===== config.mk =====
export PLATFORM = sky130hd
export DESIGN_NAME = tone_sequencer
export DESIGN_NICKNAME = d
export VERILOG_FILES = /design/src/rtl/torso_audio_pkg.sv /design/src/rtl/tone_channel.sv /design/src/rtl/tone_sequencer.sv
export SDC_FILE = /design/constraint.sdc
export NUM_CORES = 1
export LEC_CHECK = 0
export BUFFER_PORTS_ARGS = -buffer_cell sky130_fd_sc_hd__buf_2
export CORE_MARGIN = 5
export CORE_UTILIZATION = 35
export DETAILED_ROUTE_END_ITERATION = 10
export HOLD_SLACK_MARGIN = 0.1
export SETUP_SLACK_MARGIN = 0.15
export SYNTH_ARGS = -nofsm -noshare
export SYNTH_HDL_FRONTEND = slang
export SYNTH_SLANG_ARGS = --single-unit

===== constraint.sdc =====
create_clock -name clk -period 3.8 [get_ports clk]
set_input_delay 0.19 -clock clk [delete_from_list [all_inputs] [get_ports clk]]
set_output_delay 0.19 -clock clk [all_outputs]
set_load 0.02 [all_outputs]

===== src/rtl/torso_audio_pkg.sv =====
// torso_audio_pkg: shared constants, state type and LFSR step for the tone sequencer
package torso_audio_pkg;
    localparam int IDX_BITS = 5;
    localparam logic [31:0] LFSR_MASK = 32'h80200003;
    typedef enum logic [1:0] {OFF, GAP, PLAY} state_e;
    function automatic logic [31:0] lfsr_next(input logic [31:0] v);
        return (v >> 1) ^ (v[0] ? LFSR_MASK : 32'h0);
    endfunction
endpackage


===== src/rtl/tone_channel.sv =====
// tone_channel: phase-accumulator square wave for one pitch index
module tone_channel import torso_audio_pkg::*; #(
    parameter int ACC_BITS = 24,
    parameter int BASE_INC = 268,
    parameter int STEP_INC = 40
) (
    input  logic                clk,
    input  logic                rst,
    input  logic                clr,
    input  logic                run,
    input  logic [IDX_BITS-1:0] idx,
    output logic                sq
);
    logic [ACC_BITS-1:0] acc_q, acc_d, inc;
    always_comb begin
        inc = ACC_BITS'(BASE_INC) + ACC_BITS'(idx) * ACC_BITS'(STEP_INC);
        acc_d = clr ? '0 : run ? acc_q + inc : acc_q;
    end
    always_ff @(posedge clk or negedge rst) begin
        if (!rst) acc_q <= '0;
        else acc_q <= acc_d;
    end
    assign sq = acc_q[ACC_BITS-1];
endmodule


===== src/rtl/tone_sequencer.sv =====
// tone_sequencer: LFSR-driven multi-channel tone player mixed into one PWM pin
module tone_sequencer import torso_audio_pkg::*; #(
    parameter int          CHANNELS   = 2,
    parameter int          PWM_BITS   = 8,
    parameter int          ACC_BITS   = 24,
    parameter int          GAP_CYCLES = 250000,
    parameter int          BASE_INC   = 268,
    parameter int          STEP_INC   = 40,
    parameter logic [31:0] LFSR_SEED  = 32'h00000001
) (
    input  logic                         clk,
    input  logic                         rst,
    input  logic                         en,
    input  logic                         sec,
    input  logic                         mute,
    output logic                         pwm,
    output logic [CHANNELS*IDX_BITS-1:0] tone_idx,
    output logic                         playing
);
    localparam int AMP = (2**PWM_BITS - 1) / CHANNELS;
    localparam int GW = GAP_CYCLES > 1 ? $clog2(GAP_CYCLES) : 1;
    localparam int PCW = $clog2(CHANNELS + 1);
    state_e state_q, state_d;
    logic [31:0] lfsr_q, lfsr_d;
    logic [CHANNELS*IDX_BITS-1:0] idx_q, idx_d;
    logic [GW-1:0] gap_q, gap_d;
    logic [PWM_BITS-1:0] cnt_q, level_q, level_d;
    logic [PCW-1:0] pc;
    logic [CHANNELS-1:0] sq;
    logic pwm_q, playing_q, accept, gap_done, clr, run;
    // en low overrides a coincident sec, so acceptance needs both
    assign accept = en && sec;
    assign gap_done = gap_q == GW'(GAP_CYCLES - 1);
    always_ff @(posedge clk or negedge rst) begin
        if (!rst) state_q <= OFF;
        else state_q <= state_d;
    end
    always_comb begin
        state_d = !en ? OFF : accept ? GAP : state_q == OFF ? PLAY :
                  (state_q == GAP && !gap_done) ? GAP : PLAY;
    end
    always_comb begin
        run = state_q == PLAY;
        clr = !en || accept;
        lfsr_d = accept ? lfsr_next(lfsr_q) : lfsr_q;
        idx_d = accept ? lfsr_d[CHANNELS*IDX_BITS-1:0] : idx_q;
        gap_d = accept ? '0 : state_q == GAP ? gap_q + 1'b1 : gap_q;
        pc = '0;
        for (int i = 0; i < CHANNELS; i++) pc = pc + PCW'(sq[i]);
        level_d = (run && !mute) ? PWM_BITS'(AMP * pc) : '0;
    end
    always_ff @(posedge clk or negedge rst) begin
        if (!rst) begin
            lfsr_q <= LFSR_SEED;
            idx_q <= '0;
            gap_q <= '0;
            cnt_q <= '0;
            level_q <= '0;
            pwm_q <= 1'b0;
            playing_q <= 1'b0;
        end else begin
            lfsr_q <= lfsr_d;
            idx_q <= idx_d;
            gap_q <= gap_d;
            cnt_q <= cnt_q + 1'b1;
            level_q <= level_d;
            pwm_q <= cnt_q < level_q;
            playing_q <= state_d == PLAY;
        end
    end
    for (genvar c = 0; c < CHANNELS; c++) begin : g_ch
        tone_channel #(.ACC_BITS(ACC_BITS), .BASE_INC(BASE_INC), .STEP_INC(STEP_INC)) u_ch (
            .clk(clk), .rst(rst), .clr(clr), .run(run),
            .idx(idx_q[c*IDX_BITS +: IDX_BITS]), .sq(sq[c])
        );
    end
    assign pwm = pwm_q;
    assign tone_idx = idx_q;
    assign playing = playing_q;
endmodule


==> out/results.ini, run 1 <==
[logic_synthesis]
yosys.area_share.simple_pct = 20.9
synth_area_leader_cell = dfrtp_1
ys_top_cells_by_area = dfrtp_1 44%, ha_1 8.1%, nand2_1 8.0%
seq_total_area_yosys_pct = 44.8
synth.mux.area_fraction_pct = 0.451
synth-edff-count = 0
synth-compound-area-share_pct = 13.9
number_of_standard_cells_after_synthesis = 724
synth_fa_ha_area_share_pct = 9.29
yosysWarningCount = 0
postSynth.topFlopCell = dfrtp_1
netlist.area_leader.share_pct = 44.4
async_set_or_reset_register_ratio_after_synthesis_pct = 100
synth_cell_types = 62
syn_area_per_cell_um2 = 9.19
ys_seq_elements = 119
synth_top_family_by_area = simple AND/OR/NAND/NOR gates
synthesis.nets = 776
synth_xor_xnor_area_share_pct = 8.16
netlist_area_um2 = 6650

[placement]
finalWeightedCongestion = 0.824
buffer_ports.inserted = 16
hpwlAfterDp_um = 8860

[cts]
cts_buffer_depth = 2
cts_made_buffers = 17
clk_pin_slew_worst_paths_ns = 0.06
worst_skew_pair.late_latency_ns = 0.42
tritoncts = built
clock_sink_count = 119
deepest_level_of_the_cts_h_tree = 4
cts_root_buf = clkbuf_16

[setup_path]
critical_path_arrival_ns = 4.01
worst_ep_required_time_ns = 4.15
r2r.worst_path.cells = 15
rr_endpoint = g_ch[0].u_ch.acc_q[20]$_DFFE_PN0P_
crit_path_end_kind = register
worst-setup-path-type = reg2reg
rr_startpoint = tone_idx[2]$_DFFE_PN0P_
startpoint_type = register
crit_fanout = 8
setup.reg_to_reg.worst_slack_ns = 0.13

[cells_and_area]
nets = 821
drive_above_1_share_pct = 17.4
fillCellCount = 1792
flow.area_growth_from_synthesis_pct = 20.7
final_cell_mix = 139 x nand2_1, 113 x dfrtp_1, 78 x nor2_1
area.sequential_um2 = 2990
commonest_non_fill_non_tap_cell_in_the_layout = nand2_1
antennaDiodeCount = 0
multi_input_area_um2 = 3730
layout.core_utilization_pct = 42.9

[job]
timing.max_cap.violations = 0

[sta]
clock-skew-final_ns = 0.0196
maxSlewViolCount = 0
maxSlewHeadroom_pct = 35.4
final_min_period_over_clock_period_pct = 96.6
setup_total_negative_slack_ns = 0
rsz_0062_raised_after_global_routing = yes
tightest_pin_transition_ns = 0.969
finalCriticalPeriod_ns = 3.67
achievable-frequency_mhz = 273
timing.final.hold_violations = 0
final-setup-viol-count = 0

[power_and_ir_drop]
vdd_drop_max_v = 0.000402
cellPowerDensity_nw_per_um2 = 467
cellLeakagePower_nw = 3.68

[route]
detail_route.wirelength_um = 13700
ant_nets = 0
detailedRoute.firstPassIterationCount = 4
drc_violations_left = 0
avgRoutedWirePerCell_um = 13.5
vias = 5089
drt_initial_violations = 223
vias_per_cell = 5.01

[global_routing]
grt_use_total_pct = 13.2
number_of_global_route_vias_before_repair = 4946
grt_start_max_net_pins = 65
grt-ovfl-total = 0
antenna_found_initial = 0
first_pass_grt_wire_length_um = 23700

[floorplan]
start_util_pct = 35.6
ios = 17
rows = 50
core_footprint_um2 = 18700
die_width_um = 148
die_height_um = 148
floorplan_die_area_um2 = 21900

[hold_path]
hold_depth = 4
startpoint_of_the_most_critical_hold_path = sec
holdCritPathClass = in2reg
worst_hold_path.endpoint = tone_idx[3]$_DFFE_PN0P_

[run_status]
status = finished clean

-- kinds of logic (layout without fill, tap and decap cells) --
logic type	count (synthesis)	in the layout
multiplexers	3	3
adder cells (fa/ha/maj)	47	47
AO/OA/AOI/OAI	137	137
XOR/XNOR	62	62
flip-flops	119	119
AND/OR/NAND/NOR	311	311
buffers and inverters	45	103
-- power breakdown --
group          internal [mW]  leakage [nW]  total [mW]  switching [mW]
Combinational          0.302          1.79       0.701           0.398
Sequential              1.39          1.61        1.47          0.0827
Clock                  0.951         0.284        1.58           0.630
-- worst max-delay path: stages (launching register included) --
cell and delay (ns):
dfrtp_1 0.41, ha_1 0.25, ha_4 0.18, fa_1 0.56, nand3_2 0.11, nor2_4 0.14, mux2i_1 0.19, a32o_1 0.17
a21oi_2 0.06, ha_2 0.33, o21a_1 0.11, nor2_1 0.04, or2_1 0.22, o22a_2 0.26, or4_4 0.42, a21oi_2 0.14
-- routing by layer --
| layer | vias up | track usage (%) | part of all wire [%] |
|---|---|---|---|
| met1 | 2432 | 18.5 | 50 |
| met5 | - | 0 | 0 |
| met4 | 0 | 4.34 | 1.0 |
| met2 | 52 | 19.9 | 46 |
| li1 | 2591 | - | - |
| met3 | 14 | 3.40 | 3.0 |
-- cell usage after synthesis (3+ instances only) --
master,count
nand2_1,141
dfrtp_1,118
nor2_1,81
ha_1,43
a21oi_1,42
xnor2_1,38
clkbuf_1,25
xor2_1,24
a211oi_1,21
nand3_1,21
o21ai_0,21
inv_1,18
nand4_1,14
o21a_1,11
nand2b_1,10
nor3_1,9
and3_1,7
a22o_1,6
a21o_1,5
or3_1,5
fa_1,4
o22ai_1,4
a31o_2,3
mux2i_1,3
-- repair_timing --
action                                  CTS  global route
endpoints found under the hold margin    65             0
hold buffers                              4             0
pin swaps                                 9            31
endpoints found under the setup margin   16            27
gates resized for setup                   8            35
setup buffers                             5            13
-- flip-flops by register name (all words and copies together), names as in the netlist --
signal / flops
playing: 1
state_q: 2
cnt_q: 8
lfsr_q: 32
level_q: 3
tone_idx: 10
g_ch.u_ch.acc_q: 44
gap_q: 18
pwm: 1
-- final cells by class --
cell class                 count  share of cell area (%)
sequential                   119                    37.2
clock inverter                13                    1.64
inverter                      18                   0.841
clock buffer                  19                    5.64
tap                          234                    3.65
multi-input combinational    560                    46.4
timing repair buffer          53                    4.66
-- worst max path at each step --
| stage | cells past startpoint | from | end |
|---|---|---|---|
| final | 15 | tone_idx[2]$_DFFE_PN0P_ | g_ch[0].u_ch.acc_q[20]$_DFFE_PN0P_ |
| after global routing | 15 | tone_idx[1]$_DFFE_PN0P_ | g_ch[0].u_ch.acc_q[20]$_DFFE_PN0P_ |
| after CTS | 14 | tone_idx[6]$_DFFE_PN0P_ | g_ch[1].u_ch.acc_q[20]$_DFFE_PN0P_ |
| after detailed placement | 14 | tone_idx[6]$_DFFE_PN0P_ | g_ch[1].u_ch.acc_q[22]$_DFFE_PN0P_ |
| after global placement | 14 | tone_idx[6]$_DFFE_PN0P_ | g_ch[1].u_ch.acc_q[22]$_DFFE_PN0P_ |
| after floorplan | 15 | tone_idx[1]$_DFFE_PN0P_ | g_ch[0].u_ch.acc_q[20]$_DFFE_PN0P_ |
-- metrics by stage --
stage,hold WS (ns),cells,worst slack [ns],instance area [um^2],power [mW]
after floorplan,-0.106,724,0.131,6680,1.94
after global placement,0.355,962,0.0689,7060,2.12
after detailed placement,0.358,962,-0.0304,7060,2.13
after CTS,0.130,1003,0.137,7770,3.75
after global routing,0.168,1016,-0.0162,8030,3.97
final,0.151,1016,0.131,8030,3.75
No activity file was read; power rests on OpenSTA's default activity.
==> run 2, diff against run 1 <==
Settings changed: CTS_BUF_LIST set to sky130_fd_sc_hd__clkbuf_8, RECOVER_POWER set to 100.
==> run 2 against run 1 <==
Compared with the run above:
- the run now ends with max-capacitance violations, max-slew violations left
- first-iteration DRC count decreased by 17%
- wire length decreased by 1.9%
- critical path depth unchanged
- global-route usage decreased by 0.25 points
- register-to-register slack got worse by 0.04 ns
- sequential power about the same
- clock skew decreased by 0.00079 ns
- hold slack got worse by 0.012 ns
- critical endpoint unchanged
==> out/results.ini, run 2 (synthesis results as in run 1) <==
[global_routing]
first_pass_grt_wire_length_um = 23500
grt_start_max_net_pins = 65
antenna_found_initial = 0
grt-ovfl-total = 0
number_of_global_route_vias_before_repair = 4918
grt_use_total_pct = 12.9

[setup_path]
crit_fanout = 5
worst_ep_required_time_ns = 4.16
crit_path_end_kind = register
worst_path_largest_cell_delay_ns = 0.56
worst-setup-path-type = reg2reg
cp_cell_sequence = ha_4 -> ha_4 -> fa_1 -> nand3_2 -> nor2_4 -> mux2i_1 -> a32o_1 -> a21oi_2 -> ha_2 -> o21a_1 -> nor2_1 -> or2_1 -> o22a_2 -> or4_4 -> a21oi_2
critical_path_arrival_ns = 4.07
startpoint_type = register
slowest_stage = fa_1

[floorplan]
die_height_um = 148
die_width_um = 148
rows = 50
floorplan_die_area_um2 = 21900
ios = 17
start_util_pct = 35.6
core_footprint_um2 = 18700

[power_and_ir_drop]
pwr-share-clk_pct = 34.6
power_frac_seq_pct = 44.6
cellPowerDensity_nw_per_um2 = 423
p_sw_share_pct = 31.8
total_switching_power_mw = 1.05
internal_power_mw = 2.24
power.share.combinational_pct = 20.8
cellLeakagePower_nw = 3.53
vdd_drop_max_v = 0.000315
pwr_total_mw = 3.29

[sta]
final_min_period_over_clock_period_pct = 97.6
setup_total_negative_slack_ns = 0
tightest_pin_transition_ns = 2.62
clock-skew-final_ns = 0.0188
final-setup-viol-count = 0
achievable-frequency_mhz = 270
maxSlewHeadroom_pct = -75.0
rsz_0062_raised_after_global_routing = yes
timing.final.hold_violations = 0
maxSlewViolCount = 180
finalCriticalPeriod_ns = 3.71

[cells_and_area]
area.sequential_um2 = 2990
top_register = g_ch.u_ch.acc_q
finish.cell_count_without_fillers = 1016
antennaDiodeCount = 0
fillCellCount = 1827
flow.area_growth_from_synthesis_pct = 16.8
regs_by_ff_count = g_ch.u_ch.acc_q x44, lfsr_q x32, gap_q x18
commonest_non_fill_non_tap_cell_in_the_layout = nand2_1
largest_reg_flops = 44
multi_input_area_um2 = 3700
final_cell_mix = 140 x nand2_1, 113 x dfrtp_1, 78 x nor2_1
layout.core_utilization_pct = 41.5
drive_above_1_share_pct = 14.7
nets = 821

[route]
detail_route.wirelength_um = 13500
detailedRoute.firstPassIterationCount = 4
drt_initial_violations = 184
vias_per_cell = 5.00
vias = 5084
avgRoutedWirePerCell_um = 13.3
ant_nets = 0
drc_violations_left = 0

[cts]
clock_sink_count = 119
cts_buffer_depth = 2
cts_root_buf = clkbuf_8
deepest_level_of_the_cts_h_tree = 4
worst_skew_pair.late_latency_ns = 0.43
cts_made_buffers = 17
clk_pin_slew_worst_paths_ns = 0.08
tritoncts = built

[placement]
buffer_ports.inserted = 16
place_inst = 962
finalWeightedCongestion = 0.824
hpwlAfterDp_um = 8860

[job]
timing.max_cap.violations = 4

[run_status]
violations = max-capacitance violations, max-slew violations
status = complete, but fails checks

[hold_path]
holdCritPathClass = in2reg

==> run 2: metal layers <==
metal,wire length [um],GRT usage (%),up-vias
met2,6120,19.8,42
met5,0,0,-
met1,6920,18.4,2431
met4,143,4.30,0
met3,293,2.58,12
li1,-,-,2599
==> run 2: cell type report <==
class	instances	share of cell area, %
flip-flops and latches	119	38.4
multi-input cells	560	47.6
repair buffers	53	4.30
clock buffers	19	3.37
inverters	18	0.870
well taps	234	3.77
clock inverters	13	1.69
==> run 2: timing repair <==
| action | 4_1_cts | 5_1_grt |
|---|---|---|
| pin swaps | 10 | 34 |
| setup buffers | 5 | 13 |
| endpoints found under the hold margin | 65 | 0 |
| resized for setup | 10 | 27 |
| hold buffers | 4 | 0 |
| endpoints found under the setup margin | 17 | 26 |
==> run 2: power by group through the flow <==
stage	Clock, mW	Combinational (mW)	Sequential (mW)
2_1_floorplan	0	0.440	1.50
3_3_place_gp	0	0.628	1.49
3_5_place_dp	0	0.635	1.49
4_1_cts	1.18	0.657	1.47
5_1_grt	1.23	0.784	1.48
6_report	1.14	0.683	1.47
==> run 2: metrics by stage <==
step	worst slack (ns)	instance area [um^2]	hold WS, ns
floorplan	0.131	6680	-0.106
global placement	0.0689	7060	0.355
detailed placement	-0.0304	7060	0.358
CTS	0.159	7580	0.103
global route	-0.0617	7770	0.141
finish	0.0905	7770	0.139
==> run 2: worst paths after layout <==
| path | endpoint | slack (ns) | startpoint | depth (start not counted) |
|---|---|---|---|---|
| max | g_ch[0].u_ch.acc_q[20]$_DFFE_PN0P_ | 0.09 | tone_idx[3]$_DFFE_PN0P_ | 15 |
| min | tone_idx[3]$_DFFE_PN0P_ | 0.14 | sec | 4 |
| max reg2reg | g_ch[0].u_ch.acc_q[20]$_DFFE_PN0P_ | 0.09 | tone_idx[3]$_DFFE_PN0P_ | 15 |
| min reg2reg | lfsr_q[18]$_DFFE_PN0P_ | 0.46 | lfsr_q[19]$_DFFE_PN0P_ | 2 |
| max in group asynchronous | lfsr_q[6]$_DFF_PN0_ | 1.19 | rst | 3 |
| min in group asynchronous | g_ch[1].u_ch.acc_q[8]$_DFFE_PN0P_ | 0.74 | rst | 2 |
==> run 2: worst max-delay path, delay by kind of cell, from the launching register on <==
kind / cells / cell delay (ns)
AOI/OAI and AO/OA: 5 / 0.73
adders and majority gates: 4 / 1.31
DFF: 1 / 0.44
muxes: 1 / 0.19
and+or+nand+nor: 5 / 0.99
==> run 3, diff against run 2 <==
Settings changed: GPL_TIMING_DRIVEN set to 0, PLACE_DENSITY set to 0.56.
==> run 3 against run 2 <==
Compared with the run above:
- the flow now finishes without violations
- global-route usage rose by 1.1 points
- sequential power about the same
- critical path depth stayed put
- cell area increased by 2.6%
- combinational power increased by 4.7%
- clock skew fell by 0.0052 ns
- maximum frequency shrank 0.83%
- die area unchanged
- largest power group unchanged
- first-iteration DRC count increased by 35%
==> out/results.ini, run 3 (synthesis results as in run 1) <==
[sta]
rsz_0062_raised_after_global_routing = yes
fin_ws_ns = 0.0593
achievable-frequency_mhz = 267
final_min_period_over_clock_period_pct = 98.4
finalCriticalPeriod_ns = 3.74
timing.final.hold_violations = 0
hold_slack_ns = 0.244
final-setup-viol-count = 0
clock-skew-final_ns = 0.0136
maxSlewHeadroom_pct = 3.99
maxSlewViolCount = 0
tightest_pin_transition_ns = 1.44

[run_status]
status = finished clean

[route]
vias_per_cell = 5.09
detail_route.wirelength_um = 14800
drc_violations_left = 0
detailedRoute.firstPassIterationCount = 4
drt_initial_violations = 249
ant_nets = 0
vias = 5261
avgRoutedWirePerCell_um = 14.3

[floorplan]
core_footprint_um2 = 18700
rows = 50
die_height_um = 148
start_util_pct = 35.6
floorplan_die_area_um2 = 21900
ios = 17
die_width_um = 148

[global_routing]
grt_start_max_net_pins = 95
number_of_global_route_vias_before_repair = 5027
grtUsageMet1_pct = 19.3
grt.met3_usage_pct = 3.65
grt_use_total_pct = 14.1
grt-busiest-layer = met2
first_pass_grt_wire_length_um = 25100
gr-usage-met2_pct = 21.5
antenna_found_initial = 0
grt-ovfl-total = 0

[setup_path]
crit_fanout = 8
crit_path_end_kind = register
rr_startpoint = tone_idx[1]$_DFFE_PN0P_
r2r.worst_path.cells = 15
worstSetupStartpoint = tone_idx[1]$_DFFE_PN0P_
worst-setup-path-type = reg2reg
worst_ep_required_time_ns = 4.17
setup.reg_to_reg.worst_slack_ns = 0.06
rr_endpoint = g_ch[0].u_ch.acc_q[20]$_DFFE_PN0P_
crit_path_end = g_ch[0].u_ch.acc_q[20]$_DFFE_PN0P_
startpoint_type = register
critical_path_arrival_ns = 4.11

[cells_and_area]
nets = 838
area.sequential_um2 = 2990
flow.area_growth_from_synthesis_pct = 19.8
final_cell_mix = 140 x nand2_1, 111 x dfrtp_1, 78 x nor2_1
layout.core_utilization_pct = 42.6
top_register = g_ch.u_ch.acc_q
antennaDiodeCount = 0
fin_area_um2 = 7970
drive_above_1_share_pct = 16.9
multi_input_area_um2 = 3840
fillCellCount = 1812
regs_by_ff_count = g_ch.u_ch.acc_q x44, lfsr_q x32, gap_q x18
commonest_non_fill_non_tap_cell_in_the_layout = nand2_1
largest_reg_flops = 44

[power_and_ir_drop]
cellPowerDensity_nw_per_um2 = 415
cellLeakagePower_nw = 3.56
vdd_drop_max_v = 0.000262
pwr_total_mw = 3.30

[job]
timing.max_cap.violations = 0

[placement]
hpwlAfterDp_um = 9590
finalWeightedCongestion = 0.790
setup_slack_at_placement_ns = -0.203
placed_cell_area_um2 = 7080
buffer_ports.inserted = 16

[hold_path]
holdCritPathClass = in2reg

[cts]
deepest_level_of_the_cts_h_tree = 4
tritoncts = built
clock_sink_count = 119
cts_root_buf = clkbuf_8
cts_buffer_depth = 2
worst_skew_pair.late_latency_ns = 0.46
cts_made_buffers = 17
clk_pin_slew_worst_paths_ns = 0.08

run 3: cell count changes in the layout (fill, tap and decap cells not counted), moves of 3 or more:
cell / change
a21oi_1: -5
a211oi_1: -3
a21oi_2: +5
ha_4: +3
buf_6: +5
o21ai_0: -3
or3_4: +3
clkbuf_1: +16
ha_1: -3
or3_1: -3
buf_4: -9
buf_2: +7
run 3: timing repair:
action,in CTS,in global routing
gates resized for setup,26,44
endpoints found under the setup margin,25,28
hold buffers,4,0
pin swaps,20,36
hold endpoints to repair,122,0
cloned,0,0
buffers inserted,18,4
run 3: worst min path at each step:
| stage | startpoint | end | slack [ns] | depth (start not counted) |
|---|---|---|---|---|
| after floorplan | rst | cnt_q[0]$_DFF_PN0_ | -0.11 | 0 |
| after global placement | mute | level_q[7]$_DFF_PN0_ | 0.41 | 2 |
| after detailed placement | rst | g_ch[1].u_ch.acc_q[9]$_DFFE_PN0P_ | 0.08 | 1 |
| after CTS | rst | g_ch[0].u_ch.acc_q[21]$_DFFE_PN0P_ | 0.16 | 2 |
| after global routing | sec | g_ch[1].u_ch.acc_q[20]$_DFFE_PN0P_ | 0.26 | 5 |
| final | sec | g_ch[1].u_ch.acc_q[20]$_DFFE_PN0P_ | 0.24 | 5 |
run 3: layout make-up:
class	count	share of cell area, %
multi-input combinational	560	48.2
sequential	119	37.5
timing repair buffer	43	3.81
tap	234	3.67
clock buffer	17	2.94
clock inverter	15	1.76
buffer	27	1.30
inverter	18	0.848
run 3: through the flow:
step | setup TNS [ns] | instances
after floorplan | 0 | 724
after global placement | -1.22 | 974
after detailed placement | -1.49 | 975
after CTS | 0 | 1029
after global routing | -0.595 | 1033
final | 0 | 1033
run 3: where the power goes:
part	switching, mW	total [mW]	internal, mW
sequential	0.0790	1.46	1.39
combinational	0.415	0.715	0.300
clock	0.597	1.13	0.529
run 3: critical path, cell delays in order, from the launching register on:
cell and delay [ns]:
dfrtp_2 0.44, ha_4 0.26, ha_4 0.16, fa_2 0.55
nand3_2 0.10, nor2_4 0.12, mux2i_1 0.20, a32o_1 0.16
a21oi_2 0.09, ha_4 0.33, o21a_1 0.12, nor2_1 0.06
or2_1 0.27, o22a_4 0.25, or4_1 0.40, a21oi_1 0.13
run 3: per-layer routing:
metal  wire [um]  up-vias
li1            -     2621
met1        7320     2547
met2        6670       69
met3         508       24
met4         314        0
met5           0        -
